==> config.mk <==
export PLATFORM = sky130hd
export DESIGN_NAME = flex_adc_feed
export DESIGN_NICKNAME = d
export VERILOG_FILES = /design/src/rtl/flex_adc_feed.sv
export SDC_FILE = /design/constraint.sdc
export NUM_CORES = 1
export LEC_CHECK = 0
export CAP_MARGIN = 0
export CORE_MARGIN = 1.5
export CORE_UTILIZATION = 50
export CTS_BUF_LIST = sky130_fd_sc_hd__clkbuf_8 sky130_fd_sc_hd__clkbuf_16
export DETAILED_ROUTE_END_ITERATION = 6
export MAX_ROUTING_LAYER = met4
export PLACE_DENSITY = 0.7
export SLEW_MARGIN = 10
export SYNTH_ARGS = -nofsm -noshare
export SYNTH_HDL_FRONTEND = slang
export SYNTH_SLANG_ARGS = --single-unit
==> constraint.sdc <==
create_clock -name CLK -period 6.06 [get_ports CLK]
set_clock_uncertainty 0.2 [all_clocks]
set_input_delay 1.212 -clock CLK [delete_from_list [all_inputs] [get_ports CLK]]
set_output_delay 1.212 -clock CLK [all_outputs]
set_load 0.005 [all_outputs]
==> src/rtl/flex_adc_feed.sv <==
// flex_adc_feed
//   Reads one single-ended channel of an MCP3202 12-bit SPI ADC at a fixed
//   rate, averages 2^AVG_LOG2 conversions and scales the mean to the 15-bit
//   position word consumed by the SG90 PWM stage (0 = 0 deg, 32767 ~ 180 deg).
//
// Optional build macro:
//   SLEW_LIMIT_EN  POS moves toward the new target by at most MAX_STEP per
//                  update. When undefined, POS jumps straight to the target.
//
// Ports:
//   CLK        in   system clock, 50 MHz
//   RST_N      in   asynchronous reset, active-low (released synchronously)
//   ENABLE     in   1 = periodic sampling runs
//   ADC_MISO   in   ADC data out, asynchronous to CLK
//   ADC_CS_N   out  ADC chip select, active-low
//   ADC_SCLK   out  SPI clock, mode 0 (idles low)
//   ADC_MOSI   out  ADC data in (start, SGL, channel, MSBF)
//   POS[14:0]  out  position word to the servo PWM stage
//   POS_VALID  out  one-cycle pulse when POS updates
//   SAMPLE     out  last raw 12-bit conversion (debug)
//
// FSM states:
//   state    | meaning
//   ---------+-------------------------------------------------------------
//   ST_IDLE  | CS_N high, waiting for a start tick from the period counter
//   ST_SETUP | CS_N low, CLK_DIV cycles of CS-to-SCLK setup
//   ST_SHIFT | 17 SCLK pulses; command out on MOSI, D11..D0 in on MISO
//   ST_HOLD  | SCLK low, CLK_DIV cycles before CS_N is released
//   ST_ACCUM | one cycle: accumulate SAMPLE, update POS when the set is full

module flex_adc_feed #(
    parameter int CLK_DIV       = 25,
    parameter int SAMPLE_PERIOD = 50_000,
    parameter int AVG_LOG2      = 2,
    parameter int CHANNEL       = 0,
    parameter int MAX_STEP      = 512
) (
    input  logic        CLK,
    input  logic        RST_N,
    input  logic        ENABLE,
    input  logic        ADC_MISO,
    output logic        ADC_CS_N,
    output logic        ADC_SCLK,
    output logic        ADC_MOSI,
    output logic [14:0] POS,
    output logic        POS_VALID,
    output logic [11:0] SAMPLE
);

    localparam int DIV_W = (CLK_DIV > 1) ? $clog2(CLK_DIV) : 1;
    localparam int PER_W = (SAMPLE_PERIOD > 1) ? $clog2(SAMPLE_PERIOD) : 1;
    localparam int ACC_W = 12 + AVG_LOG2;
    localparam int CNT_W = AVG_LOG2 + 1;

    localparam logic [DIV_W-1:0] DIV_LOAD   = DIV_W'(CLK_DIV - 1);
    localparam logic [PER_W-1:0] PER_LAST   = PER_W'(SAMPLE_PERIOD - 1);
    localparam logic [CNT_W-1:0] CNT_FULL   = CNT_W'(1 << AVG_LOG2);
    localparam logic [4:0]       LAST_BIT   = 5'd16;
    localparam logic [4:0]       FIRST_DATA = 5'd5;
    localparam logic [14:0]      POS_RESET  = 15'd16384;

    typedef enum logic [2:0] {
        ST_IDLE,
        ST_SETUP,
        ST_SHIFT,
        ST_HOLD,
        ST_ACCUM
    } state_t;

    state_t state_q, state_d;

    logic             rst_s1_q, rst_s2_q;
    logic             rst_int_n;
    logic             miso_s1_q, miso_s2_q;

    logic [PER_W-1:0] per_q, per_d;
    logic             tick;

    logic [DIV_W-1:0] div_q, div_d;
    logic             div_zero;
    logic             phase_q, phase_d;
    logic [4:0]       bit_idx_q, bit_idx_d;
    logic [4:0]       bit_idx_inc;
    logic             cs_n_q, cs_n_d;
    logic             sclk_q, sclk_d;
    logic             mosi_q, mosi_d;
    logic [11:0]      shift_q, shift_d;
    logic [11:0]      sample_q, sample_d;
    logic [ACC_W-1:0] acc_q, acc_d;
    logic [ACC_W-1:0] acc_sum;
    logic [CNT_W-1:0] cnt_q, cnt_d;
    logic [CNT_W-1:0] cnt_inc;
    logic [14:0]      pos_q, pos_d;
    logic             pos_valid_q, pos_valid_d;
    logic             abort_q, abort_d;

    logic [11:0]      avg;
    logic [14:0]      target;
    logic [14:0]      pos_next;

    // Command bit driven during each SCLK pulse: start, SGL, channel, MSBF.
    function automatic logic mosi_bit(input logic [4:0] idx);
        case (idx)
            5'd0, 5'd1, 5'd3: return 1'b1;
            5'd2:             return (CHANNEL != 0);
            default:          return 1'b0;
        endcase
    endfunction

    // Reset asserts immediately but releases on a clock edge.
    always_ff @(posedge CLK or negedge RST_N) begin
        if (!RST_N) begin
            rst_s1_q <= 1'b0;
            rst_s2_q <= 1'b0;
        end else begin
            rst_s1_q <= 1'b1;
            rst_s2_q <= rst_s1_q;
        end
    end

    assign rst_int_n = rst_s2_q;

    assign tick        = ENABLE && (per_q == '0);
    assign div_zero    = (div_q == '0);
    assign bit_idx_inc = bit_idx_q + 5'd1;
    assign acc_sum     = acc_q + ACC_W'(sample_q);
    assign cnt_inc     = cnt_q + CNT_W'(1);
    assign avg         = 12'(acc_sum >> AVG_LOG2);
    assign target      = {avg, 3'b000};

`ifdef SLEW_LIMIT_EN
    localparam logic signed [15:0] STEP_S = 16'(MAX_STEP);
    localparam logic [14:0]        STEP_U = 15'(MAX_STEP);

    logic signed [15:0] pos_diff;

    // Both operands are at most 15 bits, so a 16-bit signed difference
    // cannot wrap and the stepped result stays within 0..32760.
    always_comb begin
        pos_diff = $signed({1'b0, target}) - $signed({1'b0, pos_q});
        pos_next = target;
        if (pos_diff > STEP_S) begin
            pos_next = pos_q + STEP_U;
        end else if (pos_diff < -STEP_S) begin
            pos_next = pos_q - STEP_U;
        end
    end
`else
    logic unused_max_step;

    assign unused_max_step = ^(16'(MAX_STEP));
    assign pos_next        = target;
`endif

    always_comb begin
        if (!ENABLE || (per_q == PER_LAST)) begin
            per_d = '0;
        end else begin
            per_d = per_q + PER_W'(1);
        end
    end

    always_ff @(posedge CLK or negedge rst_int_n) begin
        if (!rst_int_n) begin
            state_q <= ST_IDLE;
        end else begin
            state_q <= state_d;
        end
    end

    // Ticks arriving outside ST_IDLE are simply not looked at.
    always_comb begin
        state_d = state_q;
        case (state_q)
            ST_IDLE:  if (tick) state_d = ST_SETUP;
            ST_SETUP: if (div_zero) state_d = ST_SHIFT;
            ST_SHIFT: if (phase_q && div_zero && (bit_idx_q == LAST_BIT)) state_d = ST_HOLD;
            ST_HOLD:  if (div_zero) state_d = ST_ACCUM;
            ST_ACCUM: state_d = ST_IDLE;
            default:  state_d = ST_IDLE;
        endcase
    end

    always_comb begin
        div_d       = div_q;
        phase_d     = phase_q;
        bit_idx_d   = bit_idx_q;
        cs_n_d      = cs_n_q;
        sclk_d      = sclk_q;
        mosi_d      = mosi_q;
        shift_d     = shift_q;
        sample_d    = sample_q;
        acc_d       = acc_q;
        cnt_d       = cnt_q;
        pos_d       = pos_q;
        pos_valid_d = 1'b0;
        abort_d     = abort_q;

        // A frame that saw ENABLE low anywhere still completes, but its
        // conversion must not contribute to the average.
        if ((state_q != ST_IDLE) && !ENABLE) begin
            abort_d = 1'b1;
        end

        case (state_q)
            ST_IDLE: begin
                if (tick) begin
                    cs_n_d = 1'b0;
                    div_d  = DIV_LOAD;
                end
            end
            ST_SETUP: begin
                if (div_zero) begin
                    div_d     = DIV_LOAD;
                    phase_d   = 1'b0;
                    bit_idx_d = 5'd0;
                    mosi_d    = mosi_bit(5'd0);
                end else begin
                    div_d = div_q - DIV_W'(1);
                end
            end
            ST_SHIFT: begin
                if (!div_zero) begin
                    div_d = div_q - DIV_W'(1);
                end else if (!phase_q) begin
                    phase_d = 1'b1;
                    sclk_d  = 1'b1;
                    div_d   = DIV_LOAD;
                end else begin
                    // Last CLK of the high phase: pulse 4 is the null bit,
                    // pulses 5..16 carry D11..D0.
                    if (bit_idx_q >= FIRST_DATA) begin
                        shift_d = {shift_q[10:0], miso_s2_q};
                    end
                    phase_d = 1'b0;
                    sclk_d  = 1'b0;
                    div_d   = DIV_LOAD;
                    if (bit_idx_q != LAST_BIT) begin
                        bit_idx_d = bit_idx_inc;
                        mosi_d    = mosi_bit(bit_idx_inc);
                    end
                end
            end
            ST_HOLD: begin
                if (div_zero) begin
                    cs_n_d   = 1'b1;
                    sample_d = shift_q;
                end else begin
                    div_d = div_q - DIV_W'(1);
                end
            end
            ST_ACCUM: begin
                abort_d = 1'b0;
                if (abort_q || !ENABLE) begin
                    acc_d = '0;
                    cnt_d = '0;
                end else if (cnt_inc == CNT_FULL) begin
                    acc_d       = '0;
                    cnt_d       = '0;
                    pos_d       = pos_next;
                    pos_valid_d = 1'b1;
                end else begin
                    acc_d = acc_sum;
                    cnt_d = cnt_inc;
                end
            end
            default: begin
                cs_n_d = 1'b1;
                sclk_d = 1'b0;
                mosi_d = 1'b0;
            end
        endcase
    end

    always_ff @(posedge CLK or negedge rst_int_n) begin
        if (!rst_int_n) begin
            miso_s1_q   <= 1'b0;
            miso_s2_q   <= 1'b0;
            per_q       <= '0;
            div_q       <= '0;
            phase_q     <= 1'b0;
            bit_idx_q   <= 5'd0;
            cs_n_q      <= 1'b1;
            sclk_q      <= 1'b0;
            mosi_q      <= 1'b0;
            shift_q     <= 12'd0;
            sample_q    <= 12'd0;
            acc_q       <= '0;
            cnt_q       <= '0;
            pos_q       <= POS_RESET;
            pos_valid_q <= 1'b0;
            abort_q     <= 1'b0;
        end else begin
            miso_s1_q   <= ADC_MISO;
            miso_s2_q   <= miso_s1_q;
            per_q       <= per_d;
            div_q       <= div_d;
            phase_q     <= phase_d;
            bit_idx_q   <= bit_idx_d;
            cs_n_q      <= cs_n_d;
            sclk_q      <= sclk_d;
            mosi_q      <= mosi_d;
            shift_q     <= shift_d;
            sample_q    <= sample_d;
            acc_q       <= acc_d;
            cnt_q       <= cnt_d;
            pos_q       <= pos_d;
            pos_valid_q <= pos_valid_d;
            abort_q     <= abort_d;
        end
    end

    assign ADC_CS_N  = cs_n_q;
    assign ADC_SCLK  = sclk_q;
    assign ADC_MOSI  = mosi_q;
    assign POS       = pos_q;
    assign POS_VALID = pos_valid_q;
    assign SAMPLE    = sample_q;

endmodule

* Word level (Yosys, flattened, before mapping)
Index checks and enable logic that the tools add are counted.
** Cells by class
- Eq/ne operators :: 18
- Reduce and logical (&&, ||, !) cells :: 30
- Multipliers :: 0
- Bitwise gates (word level) :: 4
- Div/mod/pow operators :: 0
- Magnitude comparators :: 1
- Mux-type cells :: 37
- $add $sub $neg :: 5
- Shift-type cells :: 0
** Operator list (count)
- 2-to-1 mux 5 bit :: 7
- 2-to-1 mux 14 bit :: 2
- 2-to-1 mux 3 bit :: 6
- adder 16 x 1 -> 16 bit (second input constant) :: 1
- equality test 16 bit (second input constant) :: 1
- zero test 16 bit :: 1
- 2-to-1 mux 16 bit :: 1
- inequality test 2 bit (second input constant) :: 8
- one-hot mux 5 bit (3 select lines) :: 1
- adder 14 x 12 -> 14 bit :: 1
- 2-to-1 mux 1 bit :: 14
- one-hot mux 3 bit (4 select lines) :: 1
- AND reduction 3 bit :: 4
- zero test 5 bit :: 2
- one-hot mux 5 bit (2 select lines) :: 1
- AND reduction 5 bit :: 2
- OR reduction 3 bit :: 3
- AND reduction 4 bit :: 2
- equality test 3 x 2 -> 1 bit (second input constant) :: 2
- equality test 3 bit (second input constant) :: 2
- one-hot mux 1 bit (3 select lines) :: 2
- nonzero test 3 bit :: 2
- adder 5 x 1 -> 5 bit (second input constant) :: 1
- equality test 5 x 1 -> 1 bit (second input constant) :: 1
- other kinds (17) :: 27
** Storage, ports and cells
- Bits in read-only memories :: 0
- Memories kept :: 0
- Output and inout port bits :: 31
- Bits in writable memories :: 0
- Input bits :: 4
- Bits in registers :: 92
- Logic and storage cells :: 114
- Latch bits :: 0

* Logic depth before layout (Yosys ltp)
Gate-level depths: netlist (run 1).
- Depth in word-level cells :: 8
- Mapped depth :: 8
- Depth with buffers taken out :: 8

* Worst setup path after synthesis (run 1)
No wires, ideal clock.
- Kind :: reg2reg
- Start :: register sample_q[0] (netlist: SAMPLE[0])
- End :: register acc_q[12]
- Arrival :: 2120 ps
- Slack :: 3616 ps
- Setup time :: 124 ps
- Buffers on the path :: 0
- Period minus slack after synthesis :: 2444 ps
- Stages on the path, launching flop included :: 9
- Data required time :: 5736 ps
- Cell sequence :: dfrtp_1 -> ha_1 -> fa_1 -> a211oi_1 -> o21bai_1 -> a21oi_1 -> o31ai_1 -> and3b_1 -> a211o_1
** On the way
- Longest elaborated chain between the ends :: 3
** Ends and longest elaborated chain
- start: declaration :: line 88 : logic [11:0] sample_q, sample_d;
- start signal: assignment :: line 304 : sample_q <= sample_d;
- adder 14 x 12 -> 14 bit :: line 126 : assign acc_sum = acc_q + ACC_W'(sample_q);
- 2-to-1 mux 14 bit :: line 257 : end else if (cnt_inc == CNT_FULL) begin
- 2-to-1 mux 14 bit :: line 254 : if (abort_q || !ENABLE) begin
- end signal: assignment :: line 288 : acc_q <= '0;
- end signal: assignment :: line 305 : acc_q <= acc_d;
- end: declaration :: line 89 : logic [ACC_W-1:0] acc_q, acc_d;
No other way between the ends.
A chain may end at the register's enable or synchronous reset.

* Worst setup path after layout (run 1)
- Start :: input ENABLE
- End :: register acc_q[12]
** On the way
- Longest elaborated chain between the ends :: 3
** Ends and longest elaborated chain
- start: declaration :: line 40 : input logic ENABLE,
- zero test 1 bit :: line 254
- logical OR 1 bit :: line 254
- 2-to-1 mux 14 bit :: line 254
No other way between the ends.

==> results.cfg, run 1 <==
[synthesis]
synth_edf_count = 0
synth_top_area_share = 0.483
synth_cells = 421
synth_ff_type = dfrtp_1
synth_top_area_cell = dfrtp_1
synth_area_sq_um = 4670
syn_area_per_cell_sq_um = 11.1
synth_seq_cells = 92
synth-seq-area-share = 0.494
synth_cell_type_count = 55
async_flop_share = 1.00
synth_area_leaders = dfrtp_1 (48%), ha_1 (6.2%), mux2_2 (5.8%)
synth_warnings = 0

[routing]
drtIter0Drc = 132
via_per_inst = 5.70
wl_per_cell_um = 16.4
final_antenna_net_count = 0
vias = 3244
firstDrtPassIters = 4
drcViolationCount = 0
wl_um = 9310

[sta]
tns_ps = 0
post-route-period-util = 0.560
slew_headroom = 0.276
tightest_slew_ps = 1080
final_hold_viol_count = 0
setup_ws_ps = 2670
min_period_ps = 3390
max_freq_mhz = 295
rsz0062_at_grt = false
setup_violations = 0
maxSlewViolCount = 0

[grt]
grt_max_degree = 70
grt.busiest_layer = met2
grt-ovfl-total = 0
use_met3 = 0.0323
grt.met2_usage = 0.317
track_usage = 0.210
grt_util_met1 = 0.296
grt_pass1_wl_um = 16000
grt_pass1_vias = 3286
antenna_found_initial = 0

[clocking]
clock_sinks = 92
cts_setup_buffers = 0
root_buffer = clkbuf_8
cts_hold_buf = 0
cts_tree = yes
cts_buffers = 9
h-tree-depth = 3
clk_path_buf_depth = 2
post_cts_resize_count = 0
clk_pin_slew_ps = 100
insertion_delay_ps = 360

[die]
pin_count = 35
dieArea_sq_um = 9920
core_sq_um = 9150
start_util = 0.510
die_w_um = 99.6
num_rows = 35
die_y_um = 99.6

[min_path]
min_path_type = flop to asynchronous set/reset pin

[setup_path]
r2r_setup_slack_ps = 3140
worstReg2RegEnd = acc_q[12]
end_kind = flop
cp_data_arrival_time_ps = 3490
critPathRequiredTime_ps = 6150
path_max_fanout = 16
r2r_cells = 5
path_class = primary input to flop
r2r-start = state_q[0]
crit_path_max_incr_delay_ps = 870
cp_cell_sequence = clkdlybuf4s50_1, nor2b_1, nand3_1, nor2_1, and3b_1, a211o_1
worst_path_max_delay_cell = nor2_1
start_kind = primary input

[placement]
io_buffers = 31
place_inst = 553
post-dp-hpwl_um = 6480
dpl_cell_area_sq_um = 5060
dp_slack_ps = 2320
gp_congestion = 0.875

[final_layout]
drive_gt1_frac = 0.138
layout_commonest_cell = dfrtp_1
diodes = 0
multi_input_comb_area_sq_um = 2240
final_cells = 569
fillCellCount = 771
final_cell_mix = dfrtp_1 (89), clkdlybuf4s50_1 (31), nand2_1 (30)
layout.nets = 481
fin_area_sq_um = 5240
syn_to_final_growth_pct = 12.3
postLayoutCoreUtil = 0.573
layout.area.seq_sq_um = 2310

[power]
p_int_uw = 917
power_switching_uw = 403
power_density_nw_per_um2 = 252
combPwrFrac = 0.163
switching_share = 0.305
p_clk_frac = 0.283
p_seq_frac = 0.554
vdd_drop_max_uv = 117
p_leak_uw = 0.00249

[run]
cap_violations = 0

[outcome]
status = completed
==> synth_stat cells (3+ instances only) <==
library cell,count
mux2_4,10
nor4_1,3
nor2b_1,7
nand2_1,30
o22ai_1,5
nor2_1,25
o21a_1,4
a22o_1,12
and2_1,3
or3_1,6
xnor2_1,12
dfrtp_1,90
a31oi_1,4
a21o_1,6
ha_1,23
and3_1,3
a21oi_1,22
buf_4,3
clkbuf_1,8
inv_1,10
a211o_1,3
nand3_1,15
nor3_1,10
nand2b_1,5
o21ai_0,24
mux2_2,24
xor2_1,15
nand4_1,3
==> critical path: cells and delay by family <==
kind                   cells  cell delay, ps
AO/OA/AOI/OAI              1             100
buffers and inverters      1             560
AND/OR/NAND/NOR            4            1610
==> cells by family after synthesis <==
group,Yosys count,share of synthesized area
adder cells (fa/ha/maj),24,0.0660
AO/OA/AOI/OAI,95,0.134
other,2,0.00161
XOR/XNOR,27,0.0507
multiplexers,35,0.0922
buffers and inverters,27,0.0284
AND/OR/NAND/NOR,119,0.133
flip-flops,92,0.494
==> layout make-up <==
class                   count  share of cell area
flip-flops and latches     92               0.441
clock buffers               9              0.0236
clock inverters             7              0.0100
well taps                 111              0.0265
inverters                  12             0.00907
multi-input cells         304               0.427
repair buffers             34              0.0635
==> power by group through the flow <==
stage	Combinational [uW]	Sequential [uW]	Clock (uW)
2_1_floorplan	182	719	0
3_3_place_gp	209	741	0
3_5_place_dp	217	745	0
4_1_cts	218	732	384
5_1_grt	248	741	409
6_report	215	732	374
==> flip-flops by register name, indices dropped and copies added (netlist names), 3 cells and up <==
name,cells
per_q,16
acc_q,14
POS,12
SAMPLE,12
shift_q,12
bit_idx_q,5
div_q,5
cnt_q,3
state_q,3
==> layer usage <==
| metal | vias to the layer above | part of all wire |
|---|---|---|
| li1 | 1568 | - |
| met1 | 1627 | 0.49 |
| met2 | 45 | 0.47 |
| met3 | 4 | 0.031 |
| met4 | 0 | 0.0043 |
| met5 | - | 0 |
==> per-stage QoR <==
stage | hold slack (ps) | power (uW)
floorplan | 131 | 901
global placement | 13.1 | 950
detailed placement | 20.6 | 961
CTS | 24.1 | 1330
global route | 32.2 | 1400
finish | 11.3 | 1320
==> how the worst max path moves through the flow <==
stage | startpoint | cells past startpoint | end
4_1_cts | ENABLE | 6 | acc_q[12]
5_1_grt | ENABLE | 6 | acc_q[12]
6_report | ENABLE | 6 | acc_q[12]
3_3_place_gp | ENABLE | 6 | acc_q[12]
3_5_place_dp | ENABLE | 6 | acc_q[12]
2_1_floorplan | rst_int_n | 0 | ADC_MOSI
(Power assumes the default switching activity.)
==> run 2: changes to the inputs <==
--- a/config.mk
+++ b/config.mk
@@ -11,7 +11,7 @@
 export CTS_BUF_LIST = sky130_fd_sc_hd__clkbuf_8 sky130_fd_sc_hd__clkbuf_16
 export DETAILED_ROUTE_END_ITERATION = 6
 export MAX_ROUTING_LAYER = met4
-export PLACE_DENSITY = 0.7
+export PLACE_DENSITY = 0.73
 export SLEW_MARGIN = 10
 export SYNTH_ARGS = -nofsm -noshare
 export SYNTH_HDL_FRONTEND = slang
==> constraint.sdc (replaced) <==
create_clock -name CLK -period 2.94 [get_ports CLK]
set_clock_uncertainty 0.2 [all_clocks]
set_input_delay 0.588 -clock CLK [delete_from_list [all_inputs] [get_ports CLK]]
set_output_delay 0.588 -clock CLK [all_outputs]
set_load 0.005 [all_outputs]
==> run 2 against run 1 <==
Global-route usage shrank 1.3 points; combinational power rose by 110%; sequential cell count did not move; count of clock-buffer cells in the layout is 1 higher; first-iteration DRC count grew 77%; clock power grew 130%; power grew 110%; non-clock buffer count rose by 5; highest routed layer unchanged; setup slack worse by 2400 ps.
==> results.cfg, run 2 (same netlist as run 1, synthesis figures left out) <==
[routing]
vias = 3228
final_antenna_net_count = 0
firstDrtPassIters = 4
via_per_inst = 5.63
wl_per_cell_um = 15.5
drtIter0Drc = 234
drcViolationCount = 0
wl_um = 8880

[setup_path]
cp_cell_sequence = ha_1, a21o_1, a21oi_1, a21oi_1, o311ai_0, xor2_1, o21ai_0
path_class = flop to flop
crit_cells = 7
worstReg2RegEnd = POS[14]
worst_path_max_delay_cell = o311ai_0
path_max_fanout = 5
cp_data_arrival_time_ps = 2740
end_kind = flop
critical_path.most_common_cell = a21oi_1
start_kind = flop
crit_family = compound AO/OA/AOI/OAI gates
crit_path_max_incr_delay_ps = 630
r2r_cells = 7
r2r_setup_slack_ps = 280
cp.buffers_inverters = 0
critPathRequiredTime_ps = 3020
r2r-start = SAMPLE[3]

[min_path]
min_path_type = flop to asynchronous set/reset pin

[placement]
io_buffers = 31
dp_slack_ps = 325
gp_congestion = 0.794
post-dp-hpwl_um = 6200

[final_layout]
regMostFlops = per_q
diodes = 0
drive_gt1_frac = 0.147
layout.nets = 486
postLayoutCoreUtil = 0.580
syn_to_final_growth_pct = 13.9
layout.area.seq_sq_um = 2310
reg_top3 = per_q x16, acc_q x14
multi_input_comb_area_sq_um = 2240
fillCellCount = 742
largest_reg_flops = 16
layout_commonest_cell = dfrtp_1
final_cell_mix = dfrtp_1 (89), clkdlybuf4s50_1 (31), nand2_1 (30)

[die]
dieArea_sq_um = 9920
die_y_um = 99.6
num_rows = 35
core_sq_um = 9150
die_w_um = 99.6
start_util = 0.510
pin_count = 35

[clocking]
clk_path_buf_depth = 2
cts_hold_buf = 0
post_cts_resize_count = 0
clk_pin_slew_ps = 90
cts_buffers = 9
cts_setup_buffers = 0
insertion_delay_ps = 360
clock_sinks = 92
root_buffer = clkbuf_8
h-tree-depth = 3
cts_tree = yes

[grt]
grt_max_degree = 91
grt_pass1_vias = 3175
antenna_found_initial = 0
track_usage = 0.198
grt-ovfl-total = 0
grt_pass1_wl_um = 15100

[power]
p_leak_uw = 0.00253
power_density_nw_per_um2 = 532
total_power_uw = 2830
vdd_drop_max_uv = 251

[run]
cap_violations = 0

[sta]
rsz0062_at_grt = false
setup_ws_ps = 283
max_freq_mhz = 376
setup_violations = 0
hold_slack_ps = 142
slew_headroom = 0.555
tns_ps = 0
min_period_ps = 2660
post-route-period-util = 0.904
maxSlewViolCount = 0
tightest_slew_ps = 660
final_hold_viol_count = 0

[outcome]
status = completed
[run 2: worst max path at each step]
stage / start / endpoint / slack, ps
floorplan: SAMPLE[0] / acc_q[12] / 500
global placement: ENABLE / acc_q[4] / 380
detailed placement: SAMPLE[0] / acc_q[12] / 330
CTS: SAMPLE[3] / POS[14] / 290
global route: SAMPLE[3] / POS[14] / 6
finish: SAMPLE[3] / POS[14] / 280
[run 2: layer usage]
layer / routed length (um) / track usage
met1: 4280 / 0.270
met2: 4180 / 0.303
met3: 292 / 0.0358
met4: 124 / 0.0607
met5: 0 / -
[run 2: cell type report]
| class | instances | share of cell area |
|---|---|---|
| clock buffer | 10 | 0.0259 |
| clock inverter | 5 | 0.0115 |
| inverter | 12 | 0.00895 |
| multi-input combinational | 304 | 0.421 |
| sequential | 92 | 0.435 |
| tap | 111 | 0.0261 |
| timing repair buffer | 39 | 0.0721 |
[run 2: worst register-to-register path: stages (launching register included)]
cell and delay [ps]:
dfrtp_1 420, ha_1 380, a21o_1 190, a21oi_1 250, a21oi_1 180, o311ai_0 630, xor2_1 160, o21ai_0 180
[run 2: power breakdown]
group / internal [uW] / leakage [uW] / switching (uW)
clock network: 415 / 0.0000910 / 455
logic: 221 / 0.00121 / 237
registers: 1360 / 0.00123 / 136
total: 2000 / 0.00253 / 828
[run 2: per-stage QoR]
step,instance area (sq um),cells
after floorplan,4670,423
after global placement,5110,558
after detailed placement,5110,558
after CTS,5310,573
after global routing,5310,573
final,5310,573
